--- config.mk ---
export PLATFORM = sky130hd
export DESIGN_NAME = adpll_hop_seq
export DESIGN_NICKNAME = d
export VERILOG_FILES = /design/src/rtl/adpll_hop_seq_pkg.sv /design/src/rtl/adpll_bus_master.sv /design/src/rtl/adpll_hop_seq.sv
export SDC_FILE = /design/constraint.sdc
export NUM_CORES = 1
export LEC_CHECK = 0
export ABC_AREA = 1
export BUFFER_PORTS_ARGS = -buffer_cell sky130_fd_sc_hd__clkbuf_2
export CAP_MARGIN = 30
export CORE_AREA = 5 5 102 104
export CTS_CLUSTER_DIAMETER = 100
export CTS_CLUSTER_SIZE = 14
export DETAILED_ROUTE_END_ITERATION = 6
export DIE_AREA = 0 0 107 109
export MAX_ROUTING_LAYER = met4
export PLACE_DENSITY_LB_ADDON = 0.3
export SLEW_MARGIN = 5
export SYNTH_ARGS = -nofsm -noshare
export SYNTH_HDL_FRONTEND = slang
export SYNTH_SLANG_ARGS = --single-unit
export TNS_END_PERCENT = 1
--- constraint.sdc ---
create_clock -name clk -period 1.8 [get_ports clk]
set_input_delay 0.36 -clock clk [delete_from_list [all_inputs] [get_ports clk]]
set_output_delay 0.36 -clock clk [all_outputs]
set_load 0.02 [all_outputs]
--- src/rtl/adpll_hop_seq_pkg.sv ---
// Shared types and ADPLL register address codes for the channel-hop sequencer.
package adpll_hop_seq_pkg;

  localparam logic [4:0] AdpllEnAddr   = 5'd0;
  localparam logic [4:0] FcwAddr       = 5'd1;
  localparam logic [4:0] AdpllModeAddr = 5'd2;
  localparam logic [4:0] AdpllLockAddr = 5'd3;
  localparam logic [4:0] AdpllSatAddr  = 5'd4;

  typedef enum logic [3:0] {
    StIdle,
    StWrDis,
    StWrFcw,
    StWrMode,
    StWrEn,
    StSettle,
    StRdSat,
    StRdLock,
    StGap,
    StWrOff,
    StDone
  } hop_state_e;

  typedef enum logic [1:0] {
    ResNone,
    ResLock,
    ResSat,
    ResTmo
  } hop_res_e;

  typedef enum logic [1:0] {
    BmIdle,
    BmWait,
    BmRecover
  } bm_state_e;

  function automatic logic [15:0] sat_inc16(input logic [15:0] v);
    return (v == 16'hFFFF) ? v : v + 16'd1;
  endfunction

endpackage

--- src/rtl/adpll_bus_master.sv ---
// Single-access engine for the ADPLL register port: valid/ready handshake followed by one
// RECOVER cycle; ack pulses in that RECOVER cycle with the captured read bit.
module adpll_bus_master
  import adpll_hop_seq_pkg::*;
#(
  parameter int unsigned ADDR_W = 5,
  parameter int unsigned DATA_W = 32
) (
  input  logic              clk,
  input  logic              rst,
  input  logic              req,
  input  logic              we,
  input  logic [ADDR_W-1:0] addr,
  input  logic [DATA_W-1:0] wdata,
  output logic              ack,
  output logic              rbit,
  output logic              m_valid,
  output logic [ADDR_W-1:0] m_address,
  output logic [DATA_W-1:0] m_wdata,
  output logic              m_wstrb,
  input  logic              m_rbit,
  input  logic              m_ready
);

  bm_state_e         state_q, state_d;
  logic              valid_q, we_q, rbit_q;
  logic [ADDR_W-1:0] addr_q;
  logic [DATA_W-1:0] wdata_q;

  always_comb begin
    state_d = state_q;
    ack     = 1'b0;
    unique case (state_q)
      BmIdle:    if (req) state_d = BmWait;
      BmWait:    if (m_ready) state_d = BmRecover;
      BmRecover: begin
        ack     = 1'b1;
        state_d = BmIdle;
      end
      default:   state_d = BmIdle;
    endcase
  end

  // New requests are only taken in BmIdle, so a request held high through RECOVER
  // cannot start an overlapping access.
  always_ff @(posedge clk) begin
    if (rst) begin
      state_q <= BmIdle;
      valid_q <= 1'b0;
      we_q    <= 1'b0;
      rbit_q  <= 1'b0;
      addr_q  <= '0;
      wdata_q <= '0;
    end else begin
      state_q <= state_d;
      if (state_q == BmIdle && req) begin
        valid_q <= 1'b1;
        we_q    <= we;
        addr_q  <= addr;
        wdata_q <= wdata;
      end else if (state_q == BmWait && m_ready) begin
        valid_q <= 1'b0;
        rbit_q  <= m_rbit;
      end
    end
  end

  assign rbit      = rbit_q;
  assign m_valid   = valid_q;
  assign m_address = addr_q;
  assign m_wdata   = wdata_q;
  assign m_wstrb   = we_q;

endmodule

--- src/rtl/adpll_hop_seq.sv ---
// ADPLL channel-hop sequencer: disable, program FCW/mode, enable, then poll SAT/LOCK until
// lock, saturation, timeout or abort, driving the ADPLL register port as bus master.
module adpll_hop_seq
  import adpll_hop_seq_pkg::*;
#(
  parameter int unsigned ADDR_W      = 5,
  parameter int unsigned DATA_W      = 32,
  parameter int unsigned FCWW        = 26,
  parameter int unsigned SETTLE_CYC  = 64,
  parameter int unsigned POLL_GAP    = 8,
  parameter int unsigned TIMEOUT_CYC = 4096
) (
  input  logic              clk,
  input  logic              rst,
  input  logic              start,
  input  logic              abort,
  input  logic [FCWW-1:0]   fcw_in,
  input  logic [1:0]        mode_in,
  output logic              busy,
  output logic              done,
  output logic              locked,
  output logic              sat_err,
  output logic              tmo_err,
  output logic [15:0]       lock_cycles,
  output logic              m_valid,
  output logic [ADDR_W-1:0] m_address,
  output logic [DATA_W-1:0] m_wdata,
  output logic              m_wstrb,
  input  logic [1:0]        m_rdata,
  input  logic              m_ready
);

  localparam int unsigned TmoW    = $clog2(TIMEOUT_CYC + 1);
  localparam int unsigned WaitMax = (SETTLE_CYC > POLL_GAP) ? SETTLE_CYC : POLL_GAP;
  localparam int unsigned WaitW   = $clog2(WaitMax + 1);

  hop_state_e        state_q, state_d;
  hop_res_e          res_q, res_d;
  logic [FCWW-1:0]   fcw_q;
  logic [1:0]        mode_q;
  logic              abort_q, run_q;
  logic [WaitW-1:0]  wait_q;
  logic [TmoW-1:0]   tmo_q;
  logic [15:0]       lock_cnt_q;
  logic              locked_q, sat_q, tmo_err_q;

  logic              req, we, ack, rbit;
  logic [ADDR_W-1:0] addr;
  logic [DATA_W-1:0] wdata;
  logic              accept, run_set, run_clr, abort_pend, tmo_hit, enter_done;

  // Only bit 0 of the read data carries LOCK/SAT.
  logic unused_rdata_hi;
  assign unused_rdata_hi = m_rdata[1];

  assign busy       = (state_q != StIdle) && (state_q != StDone);
  assign done       = (state_q == StDone);
  assign abort_pend = abort_q | abort;
  assign tmo_hit    = (tmo_q >= TmoW'(TIMEOUT_CYC));

  always_comb begin
    state_d = state_q;
    res_d   = res_q;
    req     = 1'b0;
    we      = 1'b0;
    addr    = '0;
    wdata   = '0;
    accept  = 1'b0;
    run_set = 1'b0;
    unique case (state_q)
      StIdle: begin
        if (start) begin
          accept  = 1'b1;
          res_d   = ResNone;
          state_d = StWrDis;
        end
      end
      StWrDis: begin
        req  = 1'b1;
        we   = 1'b1;
        addr = ADDR_W'(AdpllEnAddr);
        if (ack) state_d = abort_pend ? StWrOff : StWrFcw;
      end
      StWrFcw: begin
        req   = 1'b1;
        we    = 1'b1;
        addr  = ADDR_W'(FcwAddr);
        wdata = DATA_W'(fcw_q);
        if (ack) state_d = abort_pend ? StWrOff : StWrMode;
      end
      StWrMode: begin
        req   = 1'b1;
        we    = 1'b1;
        addr  = ADDR_W'(AdpllModeAddr);
        wdata = DATA_W'(mode_q);
        if (ack) state_d = abort_pend ? StWrOff : StWrEn;
      end
      StWrEn: begin
        req   = 1'b1;
        we    = 1'b1;
        addr  = ADDR_W'(AdpllEnAddr);
        wdata = DATA_W'(1);
        if (ack) begin
          run_set = !abort_pend;
          state_d = abort_pend ? StWrOff : StSettle;
        end
      end
      StSettle, StGap: begin
        if (abort_pend) begin
          state_d = StWrOff;
        end else if (tmo_hit) begin
          res_d   = ResTmo;
          state_d = StWrOff;
        end else if (state_q == StSettle && wait_q == WaitW'(SETTLE_CYC - 1)) begin
          state_d = StRdSat;
        end else if (state_q == StGap && wait_q == WaitW'(POLL_GAP - 1)) begin
          state_d = StRdSat;
        end
      end
      StRdSat: begin
        req  = 1'b1;
        addr = ADDR_W'(AdpllSatAddr);
        if (ack) begin
          if (abort_pend) begin
            state_d = StWrOff;
          end else if (rbit) begin
            res_d   = ResSat;
            state_d = StWrOff;
          end else if (tmo_hit) begin
            res_d   = ResTmo;
            state_d = StWrOff;
          end else begin
            state_d = StRdLock;
          end
        end
      end
      StRdLock: begin
        req  = 1'b1;
        addr = ADDR_W'(AdpllLockAddr);
        if (ack) begin
          if (abort_pend) begin
            state_d = StWrOff;
          end else if (rbit) begin
            res_d   = ResLock;
            state_d = StDone;
          end else if (tmo_hit) begin
            res_d   = ResTmo;
            state_d = StWrOff;
          end else begin
            state_d = StGap;
          end
        end
      end
      StWrOff: begin
        req  = 1'b1;
        we   = 1'b1;
        addr = ADDR_W'(AdpllEnAddr);
        if (ack) state_d = StDone;
      end
      StDone:  state_d = StIdle;
      default: state_d = StIdle;
    endcase
  end

  assign run_clr    = (state_d == StWrOff) || (state_d == StDone);
  assign enter_done = (state_d == StDone) && (state_q != StDone);

  always_ff @(posedge clk) begin
    if (rst) begin
      state_q    <= StIdle;
      res_q      <= ResNone;
      fcw_q      <= '0;
      mode_q     <= '0;
      abort_q    <= 1'b0;
      run_q      <= 1'b0;
      wait_q     <= '0;
      tmo_q      <= '0;
      lock_cnt_q <= '0;
      locked_q   <= 1'b0;
      sat_q      <= 1'b0;
      tmo_err_q  <= 1'b0;
    end else begin
      state_q <= state_d;
      res_q   <= res_d;

      if (state_d != state_q) begin
        wait_q <= '0;
      end else if (state_q == StSettle || state_q == StGap) begin
        wait_q <= wait_q + WaitW'(1);
      end

      if (accept) begin
        fcw_q     <= fcw_in;
        mode_q    <= mode_in;
        abort_q   <= 1'b0;
        locked_q  <= 1'b0;
        sat_q     <= 1'b0;
        tmo_err_q <= 1'b0;
      end else if (abort && busy) begin
        abort_q <= 1'b1;
      end

      // Both counters run from the EN=1 ack; the lock-read ack cycle itself is counted.
      if (accept) begin
        run_q      <= 1'b0;
        tmo_q      <= '0;
        lock_cnt_q <= '0;
      end else if (run_set) begin
        run_q      <= 1'b1;
        tmo_q      <= '0;
        lock_cnt_q <= '0;
      end else if (run_q) begin
        lock_cnt_q <= sat_inc16(lock_cnt_q);
        if (!tmo_hit) tmo_q <= tmo_q + TmoW'(1);
        if (run_clr) run_q <= 1'b0;
      end

      if (enter_done) begin
        locked_q  <= !abort_pend && (res_d == ResLock);
        sat_q     <= !abort_pend && (res_d == ResSat);
        tmo_err_q <= !abort_pend && (res_d == ResTmo);
      end
    end
  end

  assign locked      = locked_q;
  assign sat_err     = sat_q;
  assign tmo_err     = tmo_err_q;
  assign lock_cycles = lock_cnt_q;

  adpll_bus_master #(
    .ADDR_W(ADDR_W),
    .DATA_W(DATA_W)
  ) u_bus_master (
    .clk      (clk),
    .rst      (rst),
    .req      (req),
    .we       (we),
    .addr     (addr),
    .wdata    (wdata),
    .ack      (ack),
    .rbit     (rbit),
    .m_valid  (m_valid),
    .m_address(m_address),
    .m_wdata  (m_wdata),
    .m_wstrb  (m_wstrb),
    .m_rbit   (m_rdata[0]),
    .m_ready  (m_ready)
  );

endmodule

==> results by group, run 1 <==
Synthesis
  – #FFs+latches synth: 109
  – Post-synth EDFFs: 0
  – Syn Inst Count: 719
  – Synth warn: 0
  – Post-Syn Area: 5050 um2
  – Sequential area share after synthesis: 43.2%
  – Main synth FF type: dfxtp_1
  – Syn avg cell area: 7.03 um2
  – Ys async rst share: 0%
  – Synth cell types: 39

Worst setup path
  – Worst Setup Path Type: reg2out
  – R2r startpoint: state_q[2]
  – Worst setup startpoint: state_q[0]
  – R2r setup slk: 10 ps
  – Crit. End Element: output port
  – Crit path launch type: register
  – Worst Path Arrival: 1470 ps
  – Crit path max fanout: 6
  – Worst Path Required: 1440 ps

Finish
  – Layout net count: 891
  – Ant diodes: 0
  – Share of cells above drive strength 1: 30.3%
  – Area Overhead vs Synth: 27.6%
  – Final instance area: 6450 um2
  – # fillers: 808

STA
  – Final setup violating endpoints: 1
  – Period utilization: 102%
  – Number of slew-limit violations in the final report: 0
  – Unrepaired setup endpoints after global routing: yes
  – Post-layout min period: 1830 ps
  – Hold Vio Cnt, Final: 0
  – WHS: 252 ps
  – Final worst slack: -31.3 ps
  – Setup_tns: -31.3 ps
  – Maximum clock frequency: 0.546 GHz
  – Max Clock Skew: 10.3 ps

Power and ir drop
  – Overall Power: 4.45 mW
  – Leakage power: 2.70 nW
  – Pwr dens: 691 nW/um2
  – Peak supply drop: 0.000397 V

Placed design
  – DPL Wire Length: 9.38 mm
  – Place WS: -113 ps
  – Dpl cell area: 5920 um2
  – RePlAce Congestion: 0.909
  – Input/output buffers: 85

Routing
  – DRT Pass-1 Iters: 5
  – DR WL/cell: 13.4 um
  – Via/cell ratio: 5.12
  – Vias: 4971
  – ANT nets after route: 0
  – Drt drc: 0
  – DR iter-0 viols: 296
  – Drt total wl: 13.0 mm

Global routing
  – GR Util All Layers: 22.8%
  – Initial antenna violation count: 0
  – Grt ovf: 0
  – Largest net degree at the start of global routing: 39
  – First-pass GRT wire length: 21.1 mm
  – Vias in the first global route: 4778

Clocking
  – H-tree lvl count: 3
  – Post-CTS Hold Buffers: 0
  – CTS tree: done
  – Clock-pin slew on the worst setup and hold paths: 110 ps
  – Worst skew pair latency: 390 ps
  – Max Buffers Root-to-Sink: 2
  – Number of buffers created by CTS: 9
  – Root buf cell: clkbuf_8
  – Clk sinks: 109

Floorplan
  – Top Ports: 95
  – Initial Util: 53.4%
  – CORE AREA: 9460 um2
  – Die area: 11700 um2
  – Num rows: 36
  – Die H: 109 um
  – Die span in x: 107 um

Status
  – Status: finished with violations
  – Violated checks: setup timing

Job
  – Max-Cap Viols: 0

Worst hold path
  – Hold crit path type: in2reg
  – Min-delay src: fcw_in[18]
==> registers in the layout (all words and copies together), names as in the netlist, 2 cells and up <==
name                    flops
fcw_q                      26
u_bus_master.m_wdata       26
lock_cycles                16
tmo_q                      13
wait_q                      7
state_q                     4
u_bus_master.m_address      3
mode_q                      2
res_q                       2
u_bus_master.state_q        2
==> through the flow <==
step	cells	util [%]
after global placement	949	62.6
after detailed placement	949	62.6
after CTS	965	64.9
final	970	68.2
after global routing	970	68.2
after floorplan	726	-
==> worst max-delay path, cell delays in order, from the launching register on <==
cell      delay [ps]
dfxtp_4          440
inv_2             60
buf_6            130
nand2_4           70
nor2_4            40
a21oi_2          160
clkbuf_8         180
==> per-layer routing <==
| layer | part of all wire, % | global-route usage (%) | wire length, um | vias to the layer above |
|---|---|---|---|---|
| li1 | - | - | - | 2577 |
| met1 | 43 | 26.3 | 5550 | 2301 |
| met2 | 52 | 40.7 | 6830 | 78 |
| met3 | 3.8 | 3.32 | 493 | 15 |
| met4 | 1.2 | 7.58 | 150 | 0 |
| met5 | 0 | - | 0 | - |
==> repair_timing <==
| item | CTS | global route |
|---|---|---|
| endpoints found under the setup margin | 19 | 53 |
| resized for setup | 15 | 88 |
| setup buffers | 1 | 5 |
| pin swaps | 1 | 25 |
==> area by class of cell <==
| cell class | instances | area [um2] | share of cell area [%] |
|---|---|---|---|
| repair buffers | 147 | 948 | 14.7 |
| clock buffers | 9 | 124 | 1.92 |
| inverters | 91 | 349 | 5.41 |
| well taps | 114 | 143 | 2.21 |
| flip-flops and latches | 109 | 2200 | 34.1 |
| multi-input cells | 494 | 2630 | 40.7 |
| clock inverters | 6 | 55.1 | 0.854 |
==> cells in the final DEF (no fill, tap or decap), types with 5 or more instances in the layout <==
master / instances
conb_1: 8
inv_1: 80
nor2_2: 14
nand3_2: 8
inv_2: 9
nor2_4: 11
clkbuf_8: 10
nand4_1: 5
o21ai_1: 6
o21ai_0: 48
nand2_4: 5
nor2_1: 52
buf_4: 56
nand2_1: 114
nand2_2: 26
dfxtp_1: 101
clkbuf_2: 84
a21oi_2: 9
nor3_1: 8
a21oi_1: 91
nand3_1: 56
xor2_1: 7
==> Yosys cell counts (2+ instances only) <==
cell      number  share of area [%]
a21oi_1       99                9.8
buf_1          2               0.15
buf_2          4               0.40
buf_4          8                1.2
buf_6          4               0.89
clkbuf_1      14                1.0
dfxtp_1      109                 43
ha_1           4               0.99
inv_1         84                6.2
inv_2          6               0.45
nand2_1      141                 10
nand2_2        3               0.37
nand3_1       61                6.0
nand3_2        3               0.59
nand3b_1       3               0.45
nand4_1        5               0.62
nor2_1        69                5.1
nor2_2         6               0.74
nor2_4         2               0.45
nor3_1         9               0.89
nor3b_1        2               0.30
nor4_1         2               0.25
o21a_1         2               0.30
o21ai_0       53                5.3
xnor2_1        4               0.69
xor2_1         7                1.2
==> cell families (layout without fill, tap and decap cells) <==
logic type | after synthesis | in the layout | synth area share [%]
AO/OA/AOI/OAI | 161 | 161 | 16.3
adder cells (fa/ha/maj) | 4 | 4 | 0.991
buffers and inverters | 123 | 253 | 10.5
other | 1 | 8 | 0.0742
XOR/XNOR | 11 | 11 | 1.91
multiplexers | 1 | 1 | 0.198
AND/OR/NAND/NOR | 309 | 309 | 26.8
flip-flops | 109 | 109 | 43.2
==> final timing paths <==
path | endpoint | cells past startpoint
worst min register to register | fcw_q[24] | 2
worst max register to register | wait_q[2] | 14
worst min-delay path | fcw_q[18] | 3
worst max-delay path | busy | 6
==> report_power, final <==
group          switching (mW)  internal [mW]
combinational           0.327          0.201
sequential             0.0458           2.48
clock                   0.873          0.522
Note: power is estimated with default switching activity, not from simulation.
==> run 2, diff against run 1 <==
--- a/config.mk
+++ b/config.mk
@@ -8,11 +8,13 @@
 export ABC_AREA = 1
 export BUFFER_PORTS_ARGS = -buffer_cell sky130_fd_sc_hd__clkbuf_2
 export CAP_MARGIN = 30
-export CORE_AREA = 5 5 102 104
+export CORE_AREA = 5 5 101 103
+export CTS_BUF_LIST = sky130_fd_sc_hd__clkbuf_8
 export CTS_CLUSTER_DIAMETER = 100
 export CTS_CLUSTER_SIZE = 14
 export DETAILED_ROUTE_END_ITERATION = 6
-export DIE_AREA = 0 0 107 109
+export DIE_AREA = 0 0 106 108
+export GPL_TIMING_DRIVEN = 0
 export MAX_ROUTING_LAYER = met4
 export PLACE_DENSITY_LB_ADDON = 0.3
 export SLEW_MARGIN = 5
==> run 2 against run 1 <==
Compared with the run above: the flow still finishes with violations (setup timing); maximum frequency increased by 1.1%; core utilization rose by 1.0 points; clock skew is 4.1 ps higher; highest routed layer unchanged.
==> results by group, run 2 (synthesis results as in run 1) <==
Status
  – Status: finished with violations
  – Violated checks: setup timing

Global routing
  – Grt ovf: 0 (unchanged)
  – Largest net degree at the start of global routing: 20 (-49%)
  – GR Util All Layers: 22.7% (-0.11 points)
  – Vias in the first global route: 4626 (-3.2%)
  – Initial antenna violation count: 0 (unchanged)
  – First-pass GRT wire length: 20.7 mm (-1.5%)

Placed design
  – Input/output buffers: 85 (unchanged)
  – RePlAce Congestion: 0.934 (+2.8%)
  – DPL Wire Length: 9.69 mm (+3.3%)

STA
  – Maximum clock frequency: 0.552 GHz (+1.1%)
  – Tightest Pin Transition: 537 ps
  – Setup_tns: -12.0 ps (+19.3 ps)
  – Final setup violating endpoints: 1 (unchanged)
  – Unrepaired setup endpoints after global routing: yes
  – Final worst slack: -12.0 ps (+19.3 ps)
  – Worst relative slew slack: 64.2%
  – Post-layout min period: 1810 ps (-19.3 ps)
  – Max Clock Skew: 14.4 ps (+4.09 ps)
  – Hold Vio Cnt, Final: 0 (unchanged)
  – Number of slew-limit violations in the final report: 0 (unchanged)
  – Period utilization: 101% (-1.1 points)

Power and ir drop
  – Logic pwr share: 11.5% (-0.4 points)
  – Net Switching: 1.26 mW (+1.3%)
  – Int Pwr: 3.19 mW (-0.67%)
  – Peak supply drop: 0.000510 V (+28%)
  – Sequential Power Share: 56.8% (about the same)
  – Overall Power: 4.45 mW (-0.12%)
  – Net Sw Frac: 28.4% (+0.40 points)
  – Clock power share: 31.7% (+0.4 points)
  – Pwr dens: 706 nW/um2 (+2.2%)
  – Leakage power: 2.59 nW (-4.2%)

Floorplan
  – Initial Util: 55.5% (+2.1 points)
  – Die H: 108 um (-0.92%)
  – Die span in x: 106 um (-0.93%)
  – Top Ports: 95 (unchanged)
  – Die area: 11400 um2 (-1.8%)
  – CORE AREA: 9110 um2 (-3.7%)
  – Num rows: 35 (-2.8%)

Routing
  – DR WL/cell: 13.8 um (+2.9%)
  – Drt drc: 0 (unchanged)
  – Vias: 5102 (+2.6%)
  – Via/cell ratio: 5.34 (+4.2%)
  – DR iter-0 viols: 275 (-7.1%)
  – Drt total wl: 13.2 mm (+1.3%)
  – DRT Pass-1 Iters: 4 (-1)
  – ANT nets after route: 0 (unchanged)

Finish
  – Area Overhead vs Synth: 24.8%
  – Most common cell after layout, fill and taps aside: nand2_1
  – Layout net count: 878 (-1.5%)
  – Most frequent cells in the layout: 118 x nand2_1, 99 x dfxtp_1, 94 x a21oi_1
  – Ant diodes: 0 (unchanged)
  – Share of cells above drive strength 1: 27.4% (-2.9 points)

Worst hold path
  – Hold crit path type: in2reg

Worst setup path
  – Crit path max fanout: 7 (+1)
  – Crit. End Element: output port
  – Worst Path Required: 1440 ps (about the same)
  – Crit path launch type: register
  – Worst Setup Path Type: reg2out
  – Worst Path Arrival: 1450 ps (-20 ps)

Clocking
  – Root buf cell: clkbuf_8
  – Post-CTS Hold Buffers: 0 (unchanged)
  – Clock-pin slew on the worst setup and hold paths: 110 ps (about the same)
  – CTS tree: done
  – Number of buffers created by CTS: 9 (unchanged)
  – Worst skew pair latency: 380 ps (about the same)
  – H-tree lvl count: 3 (unchanged)
  – Max Buffers Root-to-Sink: 2 (unchanged)
  – Clk sinks: 109 (unchanged)

Job
  – Max-Cap Viols: 0 (unchanged)
run 2: cell types whose count changed in the layout (fill, tap and decap cells not counted), moves of 4 or more:
cell      delta
nand2_2      -4
a21oi_2      -4
nand2_1      +4
clkbuf_1    +13
buf_4       -31
run 2: repair_timing:
item	CTS	global route
endpoints found under the setup margin	65	65
endpoints found under the hold margin	0	0
pin swaps	3	27
buffers inserted	2	16
gates resized for setup	35	80
run 2: metrics by stage:
step / cell area, um2 / util [%] / cells / worst slack [ps] / hold WS, ps
final: 6300 / 69.2 / 955 / -12.0 / 245
after global routing: 6300 / 69.2 / 955 / -119 / 268
after CTS: 5940 / 65.2 / 940 / -23.1 / 242
after detailed placement: 5640 / 62.0 / 922 / -249 / 439
after global placement: 5640 / 62.0 / 922 / -206 / 432
after floorplan: 5080 / - / 726 / 53.1 / 424
run 2: critical path, cell delays in order (launching register included):
cell and delay, ps:
dfxtp_4 430, nor2_4 50, buf_12 140, buf_4 140
a21oi_4 170, buf_8 140
run 2: routing by layer:
layer  GRT usage (%)  wire length [um]  up-vias
li1                -                 -     2553
met1            26.6              5580     2359
met2            39.3              6560      164
met3            3.40               668       26
met4            8.97               380        0
met5               -                 0        -
run 2: final timing paths:
kind,startpoint,depth (start not counted),slack [ps],to
max,state_q[3],5,-10,busy
min,fcw_in[21],3,250,fcw_q[21]
max reg2reg,state_q[1],14,30,wait_q[4]
min reg2reg,fcw_q[22],2,450,fcw_q[22]
run 2: layout make-up:
| type | instances | area [um2] |
|---|---|---|
| Buffer | 31 | 183 |
| Clock buffer | 9 | 124 |
| Clock inverter | 7 | 63.8 |
| Fill cell | 809 | 2810 |
| Inverter | 91 | 360 |
| Multi-Input combinational cell | 494 | 2630 |
| Sequential cell | 109 | 2210 |
| Tap cell | 111 | 139 |
| Timing Repair Buffer | 103 | 594 |
run 2: power groups by stage:
stage	registers, mW	clock network (mW)	logic (mW)
2_1_floorplan	2.59	0	0.300
3_3_place_gp	2.58	0	0.444
3_5_place_dp	2.59	0	0.458
4_1_cts	2.53	1.43	0.469
5_1_grt	2.54	1.54	0.566
6_report	2.53	1.41	0.511
